--- config.mk ---
export PLATFORM = sky130hd
export DESIGN_NAME = sync_fifo_flex
export DESIGN_NICKNAME = d
export VERILOG_FILES = /design/src/rtl/fifo_pkg.sv /design/src/rtl/fifo_sdp_ram.sv /design/src/rtl/sync_fifo_flex.sv
export SDC_FILE = /design/constraint.sdc
export NUM_CORES = 2
export LEC_CHECK = 0
export BUFFER_PORTS_ARGS = -buffer_cell sky130_fd_sc_hd__buf_4
export CORE_MARGIN = 2
export CORE_UTILIZATION = 40
export DETAILED_ROUTE_END_ITERATION = 12
export GPL_TIMING_DRIVEN = 1
export SLEW_MARGIN = 20
export SYNTH_ARGS = -nofsm -noshare
export SYNTH_HDL_FRONTEND = slang
export SYNTH_SLANG_ARGS = --single-unit
--- constraint.sdc ---
create_clock -name i_clk -period 4 [get_ports i_clk]
set_input_delay 1.2 -clock i_clk [delete_from_list [all_inputs] [get_ports i_clk]]
set_output_delay 1.2 -clock i_clk [all_outputs]
set_load 0.02 [all_outputs]
--- src/rtl/fifo_pkg.sv ---
// Shared constants and helpers for the sync_fifo_flex FIFO and its storage RAM.
package fifo_pkg;

  localparam int unsigned DEF_DATA_WIDTH    = 8;
  localparam int unsigned DEF_ADDR_WIDTH    = 8;
  localparam int unsigned DEF_AEMPTY_THRESH = 2;

  function automatic int unsigned clog2(input int unsigned n);
    int unsigned r;
    r = 0;
    for (int i = 0; i < 32; i++) begin
      if ((32'd1 << i) < n) r = i + 1;
    end
    return r;
  endfunction

  // Occupancy counter needs one extra bit so that DEPTH itself is representable.
  function automatic int unsigned cnt_width(input int unsigned addr_width);
    return addr_width + 1;
  endfunction

  function automatic int unsigned def_afull_thresh(input int unsigned addr_width);
    return (32'd1 << addr_width) - 2;
  endfunction

endpackage

--- src/rtl/fifo_sdp_ram.sv ---
// Simple dual-port RAM: one write port, one read port with a registered output.
module fifo_sdp_ram import fifo_pkg::*; #(
  parameter int unsigned DATA_WIDTH = 8,
  parameter int unsigned DEPTH      = 256
) (
  input  logic                      i_clk,
  input  logic                      i_rst,
  input  logic                      i_we,
  input  logic [clog2(DEPTH)-1:0]   i_waddr,
  input  logic [DATA_WIDTH-1:0]     i_wdata,
  input  logic                      i_re,
  input  logic [clog2(DEPTH)-1:0]   i_raddr,
  output logic [DATA_WIDTH-1:0]     o_rdata
);

  logic [DATA_WIDTH-1:0] r_mem [DEPTH];
  logic [DATA_WIDTH-1:0] r_rdata;

  always_ff @(posedge i_clk) begin
    if (i_we) r_mem[i_waddr] <= i_wdata;
  end

  always_ff @(posedge i_clk or posedge i_rst) begin
    if (i_rst) begin
      r_rdata <= '0;
    end else if (i_re) begin
      r_rdata <= r_mem[i_raddr];
    end
  end

  assign o_rdata = r_rdata;

endmodule

--- src/rtl/sync_fifo_flex.sv ---
// Single-clock FIFO with thresholds, occupancy count, sticky error flags and flush.
// Define SYNC_FIFO_FLEX_FWFT_EN for first-word-fall-through read mode.
module sync_fifo_flex import fifo_pkg::*; #(
  parameter int unsigned DATA_WIDTH    = DEF_DATA_WIDTH,
  parameter int unsigned ADDR_WIDTH    = DEF_ADDR_WIDTH,
  parameter int unsigned AFULL_THRESH  = def_afull_thresh(ADDR_WIDTH),
  parameter int unsigned AEMPTY_THRESH = DEF_AEMPTY_THRESH
) (
  input  logic                  i_clk,
  input  logic                  i_rst,
  input  logic                  i_clr,
  input  logic                  i_wr_en,
  input  logic [DATA_WIDTH-1:0] i_wr_data,
  output logic                  o_wr_full,
  output logic                  o_wr_afull,
  output logic                  o_wr_overflow,
  input  logic                  i_rd_en,
  output logic [DATA_WIDTH-1:0] o_rd_data,
  output logic                  o_rd_valid,
  output logic                  o_rd_empty,
  output logic                  o_rd_aempty,
  output logic                  o_rd_underflow,
  output logic [ADDR_WIDTH:0]   o_data_count
);

  localparam int unsigned DEPTH = 32'd1 << ADDR_WIDTH;
  localparam int unsigned CW    = cnt_width(ADDR_WIDTH);

  localparam logic [CW-1:0] CNT_FULL   = CW'(DEPTH);
  localparam logic [CW-1:0] CNT_AFULL  = CW'(AFULL_THRESH);
  localparam logic [CW-1:0] CNT_AEMPTY = CW'(AEMPTY_THRESH);

  logic [ADDR_WIDTH-1:0] r_wr_ptr;
  logic [ADDR_WIDTH-1:0] r_rd_ptr;
  logic [CW-1:0]         r_count;
  logic                  r_full;
  logic                  r_afull;
  logic                  r_overflow;
  logic                  r_empty;
  logic                  r_aempty;
  logic                  r_underflow;
  logic                  r_rd_valid;

  logic                  w_wr_ok;
  logic                  w_rd_ok;
  logic [CW-1:0]         w_count_d;
  logic                  w_empty_d;
  logic                  w_valid_d;
  logic                  w_ram_we;
  logic                  w_ram_re;
  logic [DATA_WIDTH-1:0] w_ram_rdata;

  // Acceptance is decided from the registered (pre-edge) flags only.
  assign w_wr_ok  = i_wr_en & ~r_full;
  assign w_rd_ok  = i_rd_en & ~r_empty;
  assign w_ram_we = w_wr_ok & ~i_clr;

  always_comb begin
    w_count_d = r_count;
    case ({w_wr_ok, w_rd_ok})
      2'b10:   w_count_d = r_count + CW'(1);
      2'b01:   w_count_d = r_count - CW'(1);
      default: w_count_d = r_count;
    endcase
  end

`ifdef SYNC_FIFO_FLEX_FWFT_EN
  // Two-stage prefetch: RAM output register (stage 1) feeds the output register (stage 2).
  logic [CW-1:0]         r_ram_cnt;
  logic                  r_s1;
  logic [DATA_WIDTH-1:0] r_dout;
  logic                  w_s2_load;
  logic [CW-1:0]         w_ram_cnt_d;

  always_comb begin
    w_s2_load   = r_s1 & (~r_rd_valid | w_rd_ok);
    w_ram_re    = (r_ram_cnt != '0) & (~r_s1 | w_s2_load) & ~i_clr;
    w_valid_d   = w_s2_load | (r_rd_valid & ~w_rd_ok);
    w_empty_d   = ~w_valid_d;
    w_ram_cnt_d = r_ram_cnt;
    case ({w_wr_ok, w_ram_re})
      2'b10:   w_ram_cnt_d = r_ram_cnt + CW'(1);
      2'b01:   w_ram_cnt_d = r_ram_cnt - CW'(1);
      default: w_ram_cnt_d = r_ram_cnt;
    endcase
  end

  always_ff @(posedge i_clk or posedge i_rst) begin
    if (i_rst) begin
      r_ram_cnt <= '0;
      r_s1      <= 1'b0;
      r_dout    <= '0;
    end else if (i_clr) begin
      r_ram_cnt <= '0;
      r_s1      <= 1'b0;
    end else begin
      r_ram_cnt <= w_ram_cnt_d;
      r_s1      <= w_ram_re | (r_s1 & ~w_s2_load);
      if (w_s2_load) r_dout <= w_ram_rdata;
    end
  end

  assign o_rd_data = r_dout;
`else
  always_comb begin
    w_ram_re  = w_rd_ok & ~i_clr;
    w_valid_d = w_rd_ok;
    w_empty_d = (w_count_d == '0);
  end

  assign o_rd_data = w_ram_rdata;
`endif

  always_ff @(posedge i_clk or posedge i_rst) begin
    if (i_rst) begin
      r_wr_ptr    <= '0;
      r_rd_ptr    <= '0;
      r_count     <= '0;
      r_full      <= 1'b0;
      r_afull     <= (CNT_AFULL == '0);
      r_overflow  <= 1'b0;
      r_empty     <= 1'b1;
      r_aempty    <= 1'b1;
      r_underflow <= 1'b0;
      r_rd_valid  <= 1'b0;
    end else if (i_clr) begin
      r_wr_ptr    <= '0;
      r_rd_ptr    <= '0;
      r_count     <= '0;
      r_full      <= 1'b0;
      r_afull     <= (CNT_AFULL == '0);
      r_overflow  <= 1'b0;
      r_empty     <= 1'b1;
      r_aempty    <= 1'b1;
      r_underflow <= 1'b0;
      r_rd_valid  <= 1'b0;
    end else begin
      if (w_wr_ok)  r_wr_ptr <= r_wr_ptr + ADDR_WIDTH'(1);
      if (w_ram_re) r_rd_ptr <= r_rd_ptr + ADDR_WIDTH'(1);
      r_count     <= w_count_d;
      r_full      <= (w_count_d == CNT_FULL);
      r_afull     <= (w_count_d >= CNT_AFULL);
      r_aempty    <= (w_count_d <= CNT_AEMPTY);
      r_empty     <= w_empty_d;
      r_rd_valid  <= w_valid_d;
      r_overflow  <= r_overflow | (i_wr_en & r_full);
      r_underflow <= r_underflow | (i_rd_en & r_empty);
    end
  end

  fifo_sdp_ram #(
    .DATA_WIDTH (DATA_WIDTH),
    .DEPTH      (DEPTH)
  ) u_ram (
    .i_clk   (i_clk),
    .i_rst   (i_rst),
    .i_we    (w_ram_we),
    .i_waddr (r_wr_ptr),
    .i_wdata (i_wr_data),
    .i_re    (w_ram_re),
    .i_raddr (r_rd_ptr),
    .o_rdata (w_ram_rdata)
  );

  assign o_wr_full      = r_full;
  assign o_wr_afull     = r_afull;
  assign o_wr_overflow  = r_overflow;
  assign o_rd_valid     = r_rd_valid;
  assign o_rd_empty     = r_empty;
  assign o_rd_aempty    = r_aempty;
  assign o_rd_underflow = r_underflow;
  assign o_data_count   = r_count;

endmodule

==> metrics.cfg <==
[place]
dp_hpwl_um = 140000
gp_congestion = 0.943
place_inst = 7160
place_area_um2 = 88200
io_buffers = 36

[drt]
vias_per_cell = 5.78
drt_iter0_drc = 5041
drt_wl_total_um = 222000
route.detailed.drc = 0
firstDrtPassIters = 6
routed-via-count = 43637
wl_per_cell_um = 29.5
ant_nets = 0

[yosys]
synth_edf_count = 2048
ys_seq_elements = 2088
synth.top_cell.area_share_pct = 74.3
synth_area_um2 = 82800
ys_warn_count = 0
synth_nets = 4316
async_reset_ff_share_pct = 1.92
synthTopCellsByCount = 2,048 x edfxtp_1, 354 x mux2i_1, 309 x nor2_1, 286 x mux4_2, 190 x nand2_1
seq_area_frac_synth_pct = 75.5
synth.most_common_cell = edfxtp_1
synth_cells = 4296
yosysTopAreaCell = edfxtp_1
syn_area_per_cell_um2 = 19.3
synth_top_flop_cell = edfxtp_1
ys_types = 78
synth_area_leaders = edfxtp_1 74%, mux4_2 7.8%, mux2i_1 4.3%, mux4_1 1.7%, nor2_1 1.4%

[worst_setup_path]
critPathLaunch = r_rd_ptr[0]
path_cells = buf_12, mux4_2, mux2i_1, o21ai_0, nor3_1, nor3_1, buf_4, o2111ai_1, o211ai_1
path_common_cell = nor3_1
rr_startpoint = r_rd_ptr[0]
crit_type = flip-flop to flip-flop
worst-endpoint-arrival_ns = 4.51
r2r_cells = 9
critPathCapture = u_ram.o_rdata[2]
reg2reg_slack_ns = 0.17
worstSetupStartpointType = flip-flop
rr_endpoint = u_ram.o_rdata[2]
worstSetupEndpointType = flip-flop
critical-path-slowest-cell = dfrtp_4
critical_path_peak_fanout = 17
cpPeakStageDelay_ns = 0.75
critPathRequiredTime_ns = 4.68

[final_layout]
drive_above_1_share_pct = 22.2
final-seq-area_um2 = 62500
final_cells = 7544
layout.nets = 4700
multi_input_area_um2 = 18400
area_growth_pct = 14.6
num-fill-cells = 17186
stdcell_area_um2 = 94800

[grt]
antenna_found_initial = 11
grt_pass1_wl_um = 318000
met3_usage_pct = 4.36
grt-busiest-layer = met2
grt_pass1_vias = 43333
grt_max_degree = 113
gr-usage-all-layers_pct = 20.9
grt-ovfl-total = 0
grt_use_met2_pct = 33.7
grtUsageMet1_pct = 28.4

[timing]
fin_worst_skew_ns = 0.0516
setup_viol_count_final = 0
rsz0062_at_grt = false
relSlewSlack_pct = 19.4
fin_hold_ws_ns = 0.498
fmax_mhz = 261
period_share_pct = 95.7
tns_ns = 0
finalMaxSlewViolations = 0
period_needed_ns = 3.83
hold_violations = 0
tightestPinTransition_ns = 1.18

[cts]
insertion_delay_ns = 0.84
holdBufCountCts = 0
cts_made_buffers = 206
clockBufferDepth = 3
cts_tree = yes
htreeDepth = 4
clk_pin_slew_ns = 0.06
clockRootBuffer = clkbuf_16
clkSinkCount = 2088
post-cts-setup-buffers = 0
cts_resized = 0

[power_and_ir_drop]
powerDensity_nw_per_um2 = 501
p_leak_nw = 29.7
peakVddDrop_uv = 502

[die]
coreArea_um2 = 205000
dieArea_um2 = 211000
die_y_um = 459
ioPinCount = 37
rows = 166
die-width_um = 459
initial_utilization_pct = 40.3

[flow_run]
drv_cap = 0

[hold_path]
min_path_type = input port to async pin

[run_status]
status = finished, final reports clean

[worst max-delay path: cells and delay by family, from the launching register on]
kind	cells	cell delay (ns)
AND/OR/NAND/NOR	2	0.63
AO/OA/AOI/OAI	3	0.96
multiplexers	2	0.83
flip-flops	1	0.75
buffers and inverters	2	0.47
[power breakdown]
| part | total (mW) | switching [mW] | internal (mW) |
|---|---|---|---|
| Sequential | 24.3 | 0.203 | 24.1 |
| Clock | 19.1 | 8.20 | 10.9 |
| Combinational | 4.12 | 2.30 | 1.81 |
[cell families after synthesis]
family	Yosys count	synth area share, %
buffers and inverters	282	2.35
DFF	2088	75.5
adders and majority gates	7	0.106
xor gates and xnor gates	20	0.212
and+or+nand+nor	687	3.62
AOI/OAI and AO/OA	488	4.04
muxes	724	14.2
[how the worst min path moves through the flow]
stage | to | cells past startpoint | slack (ns)
6_report | o_data_count[1] | 2 | 0.50
4_1_cts | o_data_count[1] | 2 | 0.46
2_1_floorplan | r_rd_ptr[7] | 2 | 0.52
3_3_place_gp | o_wr_overflow | 2 | 0.49
5_1_grt | o_data_count[1] | 2 | 0.50
3_5_place_dp | o_wr_overflow | 2 | 0.50
[layer usage]
metal	vias up	routed length (um)
met2	1903	106000
met3	356	17500
met4	8	7000
met5	-	45
met1	23001	91300
li1	18369	-
[registers in the layout, indices dropped and copies added, names as in the netlist]
name	count
o_data_count	9
o_rd_aempty	1
o_rd_empty	1
o_rd_underflow	1
o_rd_valid	1
o_wr_afull	1
o_wr_full	1
o_wr_overflow	1
r_rd_ptr	8
r_wr_ptr	8
u_ram.o_rdata	8
u_ram.r_mem	2048
[cells in the final DEF, fill, tap and decap left out, types with 43 or more instances in the layout]
cell       instances
nor2_1           307
a21oi_1           90
nand2_1          190
buf_4            395
o22ai_1          125
o21ai_0           55
mux4_2           286
edfxtp_1        2048
mux4_1            53
o221ai_1          54
clkbuf_1          43
clkbuf_16        213
mux2i_1          354
clkinv_1          56
[area by class of cell]
class / count / share of cell area (%)
diodes: 5 / 0.0132
well taps: 2688 / 3.55
multi-input cells: 1926 / 19.4
clock inverters: 122 / 1.18
flip-flops and latches: 2088 / 65.9
repair buffers: 444 / 4.11
clock buffers: 257 / 5.80
inverters: 14 / 0.0620
[per-stage QoR]
step / util [%] / setup slack, ns / power [mW]
2_1_floorplan: - / 0.535 / 27.6
3_5_place_dp: 43.0 / 0.196 / 28.9
4_1_cts: 46.2 / 0.202 / 47.8
3_3_place_gp: 43.0 / 0.238 / 28.9
6_report: 46.2 / 0.171 / 47.5
5_1_grt: 46.2 / 0.0128 / 48.9
(Power assumes the default switching activity.)
